<file path="config.mk">
export PLATFORM = sky130hd
export DESIGN_NAME = spi_regfile_peripheral
export DESIGN_NICKNAME = d
export VERILOG_FILES = /design/src/rtl/spi_pkg.sv /design/src/rtl/spi_sync_edge.sv /design/src/rtl/spi_regfile_peripheral.sv
export SDC_FILE = /design/constraint.sdc
export NUM_CORES = 1
export LEC_CHECK = 0
export ABC_AREA = 1
export CORE_MARGIN = 2
export CORE_UTILIZATION = 40
export CTS_CLUSTER_SIZE = 20
export DETAILED_ROUTE_END_ITERATION = 7
export GPL_TIMING_DRIVEN = 0
export PLACE_DENSITY = 0.67
export REMOVE_ABC_BUFFERS = 1
export SLEW_MARGIN = 30
export SYNTH_ARGS = -nofsm -noshare
export SYNTH_HDL_FRONTEND = slang
export SYNTH_HIERARCHICAL = 1
export SYNTH_SLANG_ARGS = --single-unit
</file>
<file path="constraint.sdc">
create_clock -name clk -period 5.05 [get_ports clk]
set_input_delay 1.01 -clock clk [delete_from_list [all_inputs] [get_ports clk]]
set_output_delay 1.01 -clock clk [all_outputs]
set_load 0.01 [all_outputs]
</file>
<file path="src/rtl/spi_pkg.sv">
// Shared types and helpers for the SPI register-file peripheral.
package spi_pkg;

  typedef enum logic [1:0] {
    StIdle,
    StCmd,
    StData,
    StDone
  } spi_state_e;

  localparam logic RwWrite = 1'b1;
  localparam logic RwRead  = 1'b0;

  function automatic int unsigned frame_w(int unsigned addr_w, int unsigned data_w);
    return 1 + addr_w + data_w;
  endfunction

endpackage

</file>
<file path="src/rtl/spi_sync_edge.sv">
// Multi-flop synchroniser for an asynchronous pin with registered-history edge pulses.
module spi_sync_edge #(
  parameter int unsigned SYNC_STAGES = 2
) (
  input  logic clk,
  input  logic rst,
  input  logic d_i,
  output logic sync_o,
  output logic rise_o,
  output logic fall_o
);

  logic [SYNC_STAGES-1:0] sync_q;
  logic                   hist_q;

  always_ff @(posedge clk or posedge rst) begin
    if (rst) begin
      sync_q <= '0;
      hist_q <= 1'b0;
    end else begin
      sync_q <= {sync_q[SYNC_STAGES-2:0], d_i};
      hist_q <= sync_q[SYNC_STAGES-1];
    end
  end

  assign sync_o = sync_q[SYNC_STAGES-1];
  assign rise_o = sync_o & ~hist_q;
  assign fall_o = ~sync_o & hist_q;

endmodule

</file>
<file path="src/rtl/spi_regfile_peripheral.sv">
// SPI mode-0 peripheral with read/write access to a bank of configuration registers.
module spi_regfile_peripheral
  import spi_pkg::*;
#(
  parameter int unsigned NUM_REGS    = 5,
  parameter int unsigned ADDR_W      = 7,
  parameter int unsigned DATA_W      = 8,
  parameter int unsigned SYNC_STAGES = 2
) (
  input  logic                       clk,
  input  logic                       rst,
  input  logic                       nCS,
  input  logic                       SCLK,
  input  logic                       COPI,
  output logic                       CIPO,
  output logic                       cipo_oe,
  output logic [NUM_REGS*DATA_W-1:0] regs_out,
  output logic                       wr_valid,
  output logic                       frame_err
);

  localparam int unsigned FRAME_W = frame_w(ADDR_W, DATA_W);
  localparam int unsigned CNT_W   = $clog2(FRAME_W + 2);

  localparam logic [CNT_W-1:0] CntFrame   = CNT_W'(FRAME_W);
  localparam logic [CNT_W-1:0] CntMax     = CNT_W'(FRAME_W + 1);
  localparam logic [CNT_W-1:0] CntCmdLast = CNT_W'(ADDR_W);

  logic ncs_sync, ncs_rise, ncs_fall;
  logic sclk_sync, sclk_rise, sclk_fall;
  logic unused_sclk_sync;
  logic [SYNC_STAGES-1:0] copi_sync_q;
  logic copi_s;

  spi_sync_edge #(.SYNC_STAGES(SYNC_STAGES)) u_ncs_sync (
    .clk    (clk),
    .rst    (rst),
    .d_i    (nCS),
    .sync_o (ncs_sync),
    .rise_o (ncs_rise),
    .fall_o (ncs_fall)
  );

  spi_sync_edge #(.SYNC_STAGES(SYNC_STAGES)) u_sclk_sync (
    .clk    (clk),
    .rst    (rst),
    .d_i    (SCLK),
    .sync_o (sclk_sync),
    .rise_o (sclk_rise),
    .fall_o (sclk_fall)
  );

  assign unused_sclk_sync = sclk_sync;

  always_ff @(posedge clk or posedge rst) begin
    if (rst) copi_sync_q <= '0;
    else     copi_sync_q <= {copi_sync_q[SYNC_STAGES-2:0], COPI};
  end
  assign copi_s = copi_sync_q[SYNC_STAGES-1];

  // nCS events count only once the synchronised nCS has been seen high after reset,
  // so a chip select already low at reset release cannot start a frame.
  logic armed_q, armed_d;
  logic ncs_rise_ev, ncs_fall_ev;
  assign armed_d     = armed_q | ncs_sync;
  assign ncs_rise_ev = ncs_rise & armed_q;
  assign ncs_fall_ev = ncs_fall & armed_q;

  spi_state_e          state_q, state_d;
  logic [CNT_W-1:0]    cnt_q, cnt_d;
  logic [FRAME_W-1:0]  rx_q, rx_d, rx_shift;
  logic [DATA_W-1:0]   tx_q, tx_d;
  logic                cipo_q, cipo_d;
  logic                rd_q, rd_d;
  logic                wr_valid_q, frame_err_q, err_d;
  logic                wr_en;
  logic [ADDR_W-1:0]   rd_addr, wr_addr;
  logic [DATA_W-1:0]   rd_data, wr_data;
  logic                wr_addr_ok;

  assign rx_shift   = {rx_q[FRAME_W-2:0], copi_s};
  assign rd_addr    = rx_shift[ADDR_W-1:0];
  assign wr_addr    = rx_q[FRAME_W-2 -: ADDR_W];
  assign wr_data    = rx_q[DATA_W-1:0];
  assign wr_addr_ok = ({1'b0, wr_addr} < (ADDR_W + 1)'(NUM_REGS));

  // Out-of-range addresses match no register and read as zero.
  always_comb begin
    rd_data = '0;
    for (int i = 0; i < int'(NUM_REGS); i++) begin
      if (rd_addr == ADDR_W'(i)) rd_data = regs_out[i*DATA_W +: DATA_W];
    end
  end

  always_comb begin
    state_d = state_q;
    cnt_d   = cnt_q;
    rx_d    = rx_q;
    tx_d    = tx_q;
    rd_d    = rd_q;
    cipo_d  = (state_q == StData) ? cipo_q : 1'b0;
    wr_en   = 1'b0;
    err_d   = 1'b0;
    unique case (state_q)
      StIdle: begin
        if (ncs_fall_ev) begin
          state_d = StCmd;
          cnt_d   = '0;
          rx_d    = '0;
          rd_d    = 1'b0;
        end
      end
      StCmd: begin
        if (ncs_rise_ev) begin
          state_d = StDone;
        end else if (sclk_rise) begin
          rx_d  = rx_shift;
          cnt_d = cnt_q + 1'b1;
          if (cnt_q == CntCmdLast) begin
            state_d = StData;
            rd_d    = (rx_shift[ADDR_W] == RwRead);
            tx_d    = (rx_shift[ADDR_W] == RwRead) ? rd_data : '0;
          end
        end
      end
      StData: begin
        if (ncs_rise_ev) begin
          state_d = StDone;
          cipo_d  = 1'b0;
        end else begin
          if (sclk_rise) begin
            rx_d = rx_shift;
            if (cnt_q != CntMax) cnt_d = cnt_q + 1'b1;
          end
          if (sclk_fall && rd_q) begin
            cipo_d = tx_q[DATA_W-1];
            tx_d   = {tx_q[DATA_W-2:0], 1'b0};
          end
        end
      end
      StDone: begin
        state_d = StIdle;
        if (cnt_q == CntFrame) begin
          wr_en = (rx_q[FRAME_W-1] == RwWrite) && wr_addr_ok;
        end else begin
          err_d = 1'b1;
        end
      end
      default: state_d = StIdle;
    endcase
  end

  always_ff @(posedge clk or posedge rst) begin
    if (rst) begin
      state_q     <= StIdle;
      cnt_q       <= '0;
      rx_q        <= '0;
      tx_q        <= '0;
      rd_q        <= 1'b0;
      cipo_q      <= 1'b0;
      armed_q     <= 1'b0;
      wr_valid_q  <= 1'b0;
      frame_err_q <= 1'b0;
    end else begin
      state_q     <= state_d;
      cnt_q       <= cnt_d;
      rx_q        <= rx_d;
      tx_q        <= tx_d;
      rd_q        <= rd_d;
      cipo_q      <= cipo_d;
      armed_q     <= armed_d;
      wr_valid_q  <= wr_en;
      frame_err_q <= err_d;
    end
  end

  for (genvar g = 0; g < int'(NUM_REGS); g++) begin : g_reg
    logic [DATA_W-1:0] reg_q;
    always_ff @(posedge clk or posedge rst) begin
      if (rst)                                       reg_q <= '0;
      else if (wr_en && (wr_addr == ADDR_W'(g)))     reg_q <= wr_data;
    end
    assign regs_out[g*DATA_W +: DATA_W] = reg_q;
  end

  assign CIPO      = cipo_q;
  assign cipo_oe   = armed_q & ~ncs_sync;
  assign wr_valid  = wr_valid_q;
  assign frame_err = frame_err_q;

endmodule

</file>
==> results.md <==
- Clock Sinks: 84
- Crit Path Max Fanout: 22
- Via count: 3229
- Synth top area share: 54.1%
- Share of post-route cells with drive strength above 1: 4.95%
- Buf+Inv Stages, Crit Path: 1
- Flop-to-flop setup slack: 2510 ps
- Met2 global-route usage: 28.3%
- Final Setup Violations: 0
- Clk slew on worst S/H paths: 80 ps
- Vias per cell: 5.09
- Number of remaining DRC errors: 0
- Total track usage: 18.6%
- Register area share after synthesis: 54.1%
- Starting density of the core: 41.7%
- Hold depth: 0
- Starting DRC count in detailed routing: 224
- GRT busiest layer: met2
- Die Wd: 103 um
- P_leak: 0.00218 uW
- Cell family with most CP delay: adder cells
- Peak VDD IR: 0.172 mV
- Post-CTS Setup Bufs: 0
- Synth cell types: 24
- GPL Wtd Cong: 0.838
- Worst skew pair latency: 350 ps
- Antenna cells: 0
- Core Util, Final: 50.3%
- Synthesized netlist cell count: 453
- FILL cells: 879
- Max-cap violation count: 0
- NumNets Final: 513
- GRT met1 Usage: 27.0%
- Critical path startpoint category: flip-flop
- Root buffer cell: clkbuf_8
- Reg2reg start: state_q[1]$_DFFE_PP0P_
- Most frequent cell after synthesis: nand2_1
- Cell Rows: 35
- Clk buf depth: 2
- Pwr per Cell Area: 422 nW/um2
- Period utilization: 50.2%
- Crit-path cells: inv_1 -> ha_1 -> nand2_1 -> a21oi_1 -> nand3_1 -> a21oi_1 -> a21boi_0
- IO Pins: 49
- Post-CTS Hold Fix Bufs: 0
- Synth top area cells: dfrtp_1 54%, nand2_1 9.3%, o21ai_0 9.0%
- Hold Fails Final Rpt: 0
- First-pass GRT wire length: 15100 um
- Synth cell count leaders: 96 x nand2_1, 84 x dfrtp_1, 70 x o21ai_0
- Worst EP arrival: 2760 ps
- Drt pass-1 iters: 6
- Die height: 103 um
- Post-synth EDFFs: 0
- CP Capture Type: flip-flop
- Total wire length: 9120 um
- Vias in the first global route: 3116
- Min cycle time layout: 2540 ps
- Worst-margin pin slew: 832 ps
- Initial antenna violation count: 0
- DR WL/cell: 14.4 um
- Setup TNS: 0 ps
- Grt total ovfl: 0
- Post-Syn Area: 3890 um2
- PostCTS Resize Cnt: 0
- Slew headroom: 44.4%
- Post-synthesis register bit count: 84
- Worst hold margin: 352 ps
- Post-synthesis average cell area: 8.58 um2
- CP peak stage delay: 780 ps
- Core area: 9330 um2
- Largest net degree at the start of global routing: 49
- CTS tree: done
- Synth warnings: 6
- Hold crit path type: flip-flop to flip-flop
- Num CTS Buffers: 9
- Critical path type: flip-flop to flip-flop
- Pre-CTS setup slack: 2520 ps
- CP required: 5280 ps
- Final Skew: 16.9 ps
- Max Slew Vio Count: 0
- Status: finished, final reports clean
- Dominant cell type by area after synthesis: dfrtp_1
- RSZ-0062 raised after global routing: false
- P&R area growth vs syn: 20.7%
- Met3 Use GR: 3.25%
- Htree depth: 3
- Most used cell along the critical path: a21oi_1
- Hold endpoint: copi_sync_q[1]$_DFF_PP0_
- Start point of the worst hold path: copi_sync_q[0]$_DFF_PP0_
- Async S/R FF share, synth: 100%
- CP max stage cell: ha_1
- DRT antenna net count: 0
- Final WS setup: 2510 ps
- R2r endpoint: tx_q[7]$_DFFE_PP0P_
- Reg2reg path depth: 7
- Max Clock Freq: 0.394 GHz
- Port Buffers: 48
- Top FF cell, synth: dfrtp_1
- DP HPWL: 6330 um
- Die area: 10500 um2
## cell type report
cell class	instances	area [um2]	area share [%]
Clock inverter	4	48.8	1.04
Inverter	54	205	4.37
Sequential cell	84	2100	44.8
Timing Repair Buffer	51	523	11.1
Tap cell	129	161	3.44
Multi-Input combinational cell	300	1510	32.1
Clock buffer	12	145	3.09
## worst register-to-register path: cells and delay by family, from the launching register on
kind	cells	cell delay (ps)
simple gates	2	560
flops	1	400
compound gates	3	570
fa+ha+maj	1	780
buf+inv	1	110
## stage by stage
step	area [um2]	total power [uW]	instances
6_report	4690	1980	634
5_1_grt	4690	2130	634
4_1_cts	4690	1980	634
3_5_place_dp	4490	1510	618
3_3_place_gp	4440	1460	615
2_1_floorplan	3800	1290	438
## cells in the final DEF, fill, tap and decap left out, types with 2 or more instances in the layout
cell,Yosys,routed
clkinv_2,0,2
o31ai_1,3,3
clkbuf_1,8,2
a21oi_1,17,17
buf_4,0,2
or2_2,3,3
a31oi_1,2,2
o21ai_0,70,70
nor3_2,0,2
nor3_1,6,4
nand2_1,96,96
nor2_1,19,18
dfrtp_1,84,84
ha_1,8,8
inv_1,54,53
o21bai_1,5,5
xor2_1,2,2
a21boi_0,5,5
nand3_1,58,58
clkbuf_8,0,10
clkdlybuf4s50_1,0,48
## cell families (layout without fill, tap and decap cells)
group,after synthesis,count (layout),synth area share [%]
DFF,84,84,54.1
AOI/OAI and AO/OA,105,105,14.7
adders and majority gates,8,8,2.57
xor gates and xnor gates,2,2,0.451
buffers and inverters,69,121,7.53
and+or+nand+nor,185,185,20.7
## flip-flops by register name, indices dropped and copies added, names as in the netlist
signal              flops
frame_err               1
copi_sync_q             2
rx_q                   16
u_ncs_sync/hist_q       1
cnt_q                   5
u_ncs_sync/sync_q       2
u_sclk_sync/sync_q      2
tx_q                    8
wr_valid                1
armed_q                 1
g.reg_q                40
state_q                 2
u_sclk_sync/hist_q      1
rd_q                    1
CIPO                    1
## worst max path at each step
stage | start | end | cells after the start
floorplan | rst | CIPO$_DFF_PP0_ | 1
global placement | rst | g_reg[0].reg_q[2]$_DFFE_PP0P_ | 2
detailed placement | state_q[0]$_DFFE_PP0P_ | tx_q[7]$_DFFE_PP0P_ | 7
CTS | state_q[0]$_DFFE_PP0P_ | tx_q[7]$_DFFE_PP0P_ | 7
global route | rx_q[4]$_DFFE_PP0P_ | tx_q[4]$_DFFE_PP0P_ | 7
finish | state_q[1]$_DFFE_PP0P_ | tx_q[7]$_DFFE_PP0P_ | 7
## metal layers
metal / routed length [um] / part of all wire, %
met5: 0 / 0
met2: 4150 / 45
met1: 4430 / 49
met3: 391 / 4.3
met4: 154 / 1.7
## power by group
part	switching, uW	total (uW)	internal [uW]
Sequential	46.0	796	750
Combinational	492	704	212
Clock	239	481	242
No activity file was read; power rests on OpenSTA's default activity.
